<file path="src/rtl/uart_tx_pkg.sv">
// Shared definitions for the UART transmitter: FSM states, data width,
// bit_select index values and the parity helper.
package uart_tx_pkg;

    localparam int unsigned DATA_WIDTH = 8;
    localparam int unsigned IDX_W      = $clog2(DATA_WIDTH);
    localparam int unsigned SEL_W      = 4;

    typedef enum logic [2:0] {
        IDLE,
        START,
        DATA,
        PARITY,
        STOP
    } state_t;

    // bit_select values: the frame position of the bit currently on the line
    localparam logic [SEL_W-1:0] SEL_IDLE     = 4'd0;
    localparam logic [SEL_W-1:0] SEL_START    = 4'd0;
    localparam logic [SEL_W-1:0] SEL_DATA0    = 4'd1;
    localparam logic [SEL_W-1:0] SEL_PARITY   = 4'd9;
    localparam logic [SEL_W-1:0] SEL_STOP     = 4'd9;
    localparam logic [SEL_W-1:0] SEL_STOP_PAR = 4'd10;

    // Even parity is the XOR of the data bits; odd parity is its inverse
    function automatic logic parity_bit(input logic [DATA_WIDTH-1:0] data,
                                        input logic                  odd);
        return (^data) ^ odd;
    endfunction

endpackage

</file>
<file path="src/rtl/tx_baud_gen.sv">
// Baud timer: counts 0..BAUD_DIV-1 while enabled and flags the last cycle.
// Ports:
//   clk, rst_n : clock, synchronous active-low reset
//   clear      : restart the count at 0 (frame acceptance)
//   enable     : count while a frame is in progress
//   tick_c     : high in the last cycle of a bit period (combinational)
module tx_baud_gen #(
    parameter int unsigned BAUD_DIV = 868
) (
    input  logic clk,
    input  logic rst_n,
    input  logic clear,
    input  logic enable,
    output logic tick_c
);

    localparam int unsigned CNT_W = $clog2(BAUD_DIV);
    localparam logic [CNT_W-1:0] LAST = CNT_W'(BAUD_DIV - 1);

    logic [CNT_W-1:0] count;

    // Bit-period counter; wraps to 0 after LAST
    always_ff @(posedge clk) begin
        if (!rst_n) begin
            count <= '0;
        end else if (clear) begin
            count <= '0;
        end else if (enable) begin
            if (count == LAST) begin
                count <= '0;
            end else begin
                count <= count + CNT_W'(1);
            end
        end
    end

    assign tick_c = enable && (count == LAST);

endmodule

</file>
<file path="src/rtl/tx_controller.sv">
// UART transmit controller: frames a latched byte as start, 8 data bits
// (LSB first), optional parity and stop, each lasting BAUD_DIV cycles.
// Ports:
//   tx_clk, tx_rst_n : clock, synchronous active-low reset
//   tx_start         : transmit request, honoured only in IDLE
//   tx_data          : byte to send, latched on acceptance
//   tx_out           : serial line, idle high
//   tx_busy          : frame in progress
//   tx_done          : one-cycle pulse when the frame ends
//   bit_select       : frame position of the bit on tx_out
module tx_controller
    import uart_tx_pkg::*;
#(
    parameter int unsigned BAUD_DIV   = 868,
    parameter int unsigned PARITY_EN  = 0,
    parameter int unsigned PARITY_ODD = 0
) (
    input  logic                  tx_clk,
    input  logic                  tx_rst_n,
    input  logic                  tx_start,
    input  logic [DATA_WIDTH-1:0] tx_data,
    output logic                  tx_out,
    output logic                  tx_busy,
    output logic                  tx_done,
    output logic [SEL_W-1:0]      bit_select
);

    state_t                state, state_n;
    logic [DATA_WIDTH-1:0] data_q, data_n;
    logic [IDX_W-1:0]      idx_q, idx_n;
    logic                  out_n, busy_n, done_n;
    logic [SEL_W-1:0]      sel_n;
    logic                  accept_c;
    logic                  tick_c;

    tx_baud_gen #(
        .BAUD_DIV (BAUD_DIV)
    ) u_baud (
        .clk    (tx_clk),
        .rst_n  (tx_rst_n),
        .clear  (accept_c),
        .enable (tx_busy),
        .tick_c (tick_c)
    );

    // State, latched byte and registered outputs
    always_ff @(posedge tx_clk) begin
        if (!tx_rst_n) begin
            state      <= IDLE;
            data_q     <= '0;
            idx_q      <= '0;
            tx_out     <= 1'b1;
            tx_busy    <= 1'b0;
            tx_done    <= 1'b0;
            bit_select <= SEL_IDLE;
        end else begin
            state      <= state_n;
            data_q     <= data_n;
            idx_q      <= idx_n;
            tx_out     <= out_n;
            tx_busy    <= busy_n;
            tx_done    <= done_n;
            bit_select <= sel_n;
        end
    end

    // Next state and next output values; transitions happen on baud wraps
    always_comb begin
        state_n  = state;
        data_n   = data_q;
        idx_n    = idx_q;
        out_n    = tx_out;
        busy_n   = tx_busy;
        done_n   = 1'b0;
        sel_n    = bit_select;
        accept_c = 1'b0;

        case (state)
            IDLE: begin
                out_n  = 1'b1;
                busy_n = 1'b0;
                sel_n  = SEL_IDLE;
                if (tx_start) begin
                    accept_c = 1'b1;
                    data_n   = tx_data;
                    state_n  = START;
                    out_n    = 1'b0;
                    busy_n   = 1'b1;
                    sel_n    = SEL_START;
                end
            end
            START: begin
                if (tick_c) begin
                    state_n = DATA;
                    idx_n   = '0;
                    out_n   = data_q[0];
                    sel_n   = SEL_DATA0;
                end
            end
            DATA: begin
                if (tick_c) begin
                    if (idx_q == IDX_W'(DATA_WIDTH - 1)) begin
                        if (PARITY_EN != 0) begin
                            state_n = PARITY;
                            out_n   = parity_bit(data_q, PARITY_ODD != 0);
                            sel_n   = SEL_PARITY;
                        end else begin
                            state_n = STOP;
                            out_n   = 1'b1;
                            sel_n   = SEL_STOP;
                        end
                    end else begin
                        idx_n = idx_q + IDX_W'(1);
                        out_n = data_q[idx_n];
                        sel_n = SEL_DATA0 + SEL_W'(idx_n);
                    end
                end
            end
            PARITY: begin
                if (tick_c) begin
                    state_n = STOP;
                    out_n   = 1'b1;
                    sel_n   = SEL_STOP_PAR;
                end
            end
            STOP: begin
                if (tick_c) begin
                    state_n = IDLE;
                    out_n   = 1'b1;
                    busy_n  = 1'b0;
                    done_n  = 1'b1;
                    sel_n   = SEL_IDLE;
                end
            end
            default: begin
                state_n = IDLE;
                out_n   = 1'b1;
                busy_n  = 1'b0;
                sel_n   = SEL_IDLE;
            end
        endcase
    end

endmodule

</file>
<file path="config.mk">
export PLATFORM = sky130hd
export DESIGN_NAME = tx_controller
export DESIGN_NICKNAME = d
export VERILOG_FILES = /design/src/rtl/uart_tx_pkg.sv /design/src/rtl/tx_baud_gen.sv /design/src/rtl/tx_controller.sv
export SDC_FILE = /design/constraint.sdc
export NUM_CORES = 1
export LEC_CHECK = 0
export CAP_MARGIN = 15
export CORE_UTILIZATION = 32
export CTS_BUF_LIST = sky130_fd_sc_hd__clkbuf_16
export DETAILED_ROUTE_END_ITERATION = 10
export PLACE_DENSITY = 0.49
export SLEW_MARGIN = 5
export SYNTH_ARGS = -nofsm -noshare
export SYNTH_HDL_FRONTEND = slang
export SYNTH_SLANG_ARGS = --single-unit
</file>
<file path="constraint.sdc">
create_clock -name tx_clk -period 2.4 [get_ports tx_clk]
set_input_delay 0.48 -clock tx_clk [delete_from_list [all_inputs] [get_ports tx_clk]]
set_output_delay 0.48 -clock tx_clk [all_outputs]
set_load 0.05 [all_outputs]
</file>
==> impl_results.md <==
- Status: finished, violations left
- Violated checks: design-rule violations
- Post-Syn Area: 0.00154 mm2
- Die area: a little over 0.005 mm2
- Post-synth EDFFs: 0
- Synth Area in Simple Gates: 25.8%
- Max IR drop VDD: 341 uV
- Leakage power: 0.656 nW
- Largest family of logic cells by synthesized area: simple AND/OR/NAND/NOR gates
- Routed WL per cell: 13.6 um
- Delay-heaviest family, CP: buffers and inverters
- Initial Util: around a third
- Synth Area in Compound Gates: about 16%
- ANT cells: 0
- Remaining DRCs: 1
- Sequential-to-total area share from yosys stat: 40.3%
- Hold path depth: 2
- Mapped Cells: 178
- Post-layout min period: between 1500 and 2000 ps
- Layout area overhead: 23.1%
- Fin. Hold Viols: 0
- RR Endpoint: idx_q[2]$_SDFFE_PN0P_
- Drt pass-1 iters: 7
- Final core utilization: 42.4%
- Max_cap viols: 0
- Core Rows: 24
- Tightest Pin Transition: about 520 ps
- Setup WS pre-CTS: 458 ps
- Critical path startpoint category: register
- Distinct cells, synth: 42
- HP Start: data_q[7]$_SDFFE_PN0P_
- Fillers: 435
- H-tree levels: 2
- Number of instances in the placed design: 242
- Final period util: 80.0%
- Via density: 5.19
- Post-route ant nets: 0
- First-pass GRT wire length: around 5.8 mm
- CP arrival: 1440 ps
- Final Wtd Congestion: between 0.7 and 0.8
- CTS Hold Bufs: 0
- Reg2Reg Launch Point: idx_q[1]$_SDFFE_PN0P_
- Dominant synthesized flop cell: dfxtp_1
- Most common cell after layout, fill and taps aside: dfxtp_1
- Initial antenna violation count: 0
- Max-slew violation count: 0
- Fmax: between 500 and 600 MHz
- Post-Route WL: about 3.4 mm
- Slew HR: between 60% and 70%
- Synth async-reset ratio: 0%
- Ys Warns: 0
- Grt ovf: 0
- Post-CTS sizing: 0
- Longest Clk Path Bufs: 2
- Fin cells: 250
- Dpl hpwl: 2.45 mm
- Crit-path max FO: 3
- Chip width: 71.4 um
- Port Buffers: 17
- Mux cell area share after synthesis: under 10%
- Crit-path max cell delay: between 800 and 900 ps
- XOR/XNOR Fraction of Synth Area: 6.26%
- Core area: 0.00447 mm2
- Mapped Nets: 193
- Post-synthesis adder-cell area fraction: 3.25%
- Share of power burned in registers: 42.9%
- Synthesized area per cell: 8.65 um2
- Die height: between 70 and 80 um
- Share of cells above drive strength 1: 8.08%
- Vias in the first global route: 1219
- Number of I/O pins: 18
- WS Path Type: register to output port
- Worst path bufs/invs: 1
- Crit end category: output port
- Comb power frac: between 10% and 20%
- FF+latch count, synth: 31
- Clock Latency Late Sink: 270 ps
- Cell Pwr Density: 683 mW/mm2
- Clock Skew: just over 4 ps
- Sw power: around 0.32 mW
- Root Driver: clkbuf_16
- Type of the worst min-delay path: register to register
- GRT Total Usage: 14.7%
- Slowest CP cell: clkdlybuf4s50_1
- Commonest cells after routing, fill and taps aside: dfxtp_1, nand2_1, a21oi_1, clkdlybuf4s50_1, nor2_1
- Reg clk slew, reported paths: 50 ps
- Clock power frac: 44.7%
- DR vias: about 1.3k
- Fin worst setup slack: ~480 ps
- Internal power: 0.977 mW
- Unrepaired setup endpoints after global routing: false
- WP data required: 1920 ps
- Setup Total Neg Slack: 0 ps
- Final setup vio count: 0
- Clk sink count: 31
- CTS tree: built
- Total CTS buffers: 5
- Reg2Reg Depth: 6
- Final net count: 212
- First DRT Iteration DRCs: just under 90
- R2r setup slk: 580 ps
- Sw Ratio: 24.5%
- Hold Path End: data_q[7]$_SDFFE_PN0P_
- Largest net degree at the start of global routing: 20
- Crit path cell chain: clkdlybuf4s50_1
- Post-CTS setup buffers: 0
[cell usage after synthesis (3+ instances only)]
cell | count | area share (%)
a21oi_1 | 17 | 5.5
xor2_1 | 4 | 2.3
ha_1 | 4 | 3.2
inv_1 | 4 | 0.97
nand4_1 | 6 | 2.4
dfxtp_1 | 31 | 40
nand2_1 | 26 | 6.3
nor3_1 | 7 | 2.3
nor2_1 | 15 | 3.7
mux2i_1 | 6 | 3.9
clkbuf_1 | 4 | 0.97
nand2b_1 | 3 | 1.2
o21ai_0 | 6 | 1.9
buf_2 | 4 | 1.3
xnor2_1 | 7 | 4.0
[metal layers]
metal	global-route usage (%)	routed length (um)
met1	20.2	1810
met2	21.9	1460
met3	4.22	93
met4	5.33	26
met5	0	0
[cells by family after synthesis]
family | count (synthesis)
AO/OA/AOI/OAI | 37
AND/OR/NAND/NOR | 75
buffers and inverters | 14
multiplexers | 6
flip-flops | 31
adder cells (fa/ha/maj) | 4
XOR/XNOR | 11
[layout make-up]
class	instances	area, um2	area share, %
repair buffers	22	208	11.0
clock inverters	3	11.3	0.594
flip-flops and latches	31	621	32.7
multi-input cells	133	851	44.9
clock buffers	5	125	6.60
well taps	52	65.1	3.43
inverters	4	15.0	0.792
[registers in the layout, summed over array words and instances, names as in the netlist]
signal and cells:
state 3, idx_q 3, tx_out 1, tx_busy 1
tx_done 1, u_baud.count 10, bit_select 4, data_q 8
[power groups by stage]
stage / combinational, mW / clock (mW) / sequential [mW]
finish: 0.161 / 0.578 / 0.556
detailed placement: 0.161 / 0 / 0.566
global route: 0.176 / 0.621 / 0.558
global placement: 0.160 / 0 / 0.565
floorplan: 0.0962 / 0 / 0.576
CTS: 0.163 / 0.594 / 0.555
[per-stage QoR]
step                instance area (um2)  total power [mW]  hold slack, ps
detailed placement                 1760             0.727             448
global placement                   1760             0.725             443
finish                             1900              1.29             450
CTS                                1900              1.31             454
floorplan                          1540             0.672             436
global route                       1900              1.35             471
[worst max path at each step]
stage                               start  depth (start not counted)                           end  slack [ps]
6_report       bit_select[3]$_SDFFE_PN0P_                          1                 bit_select[3]         480
5_1_grt             idx_q[0]$_SDFFE_PN0P_                          7    bit_select[3]$_SDFFE_PN0P_         420
4_1_cts        bit_select[3]$_SDFFE_PN0P_                          1                 bit_select[3]         460
3_5_place_dp                     tx_start                          5  u_baud.count[6]$_SDFFE_PP0P_         460
3_3_place_gp                     tx_start                          5  u_baud.count[0]$_SDFFE_PP0P_         480
2_1_floorplan        tx_busy$_SDFFE_PN0P_                          5         state[1]$_SDFFE_PN0P_         540
Power figures use the tool's default switching activity.
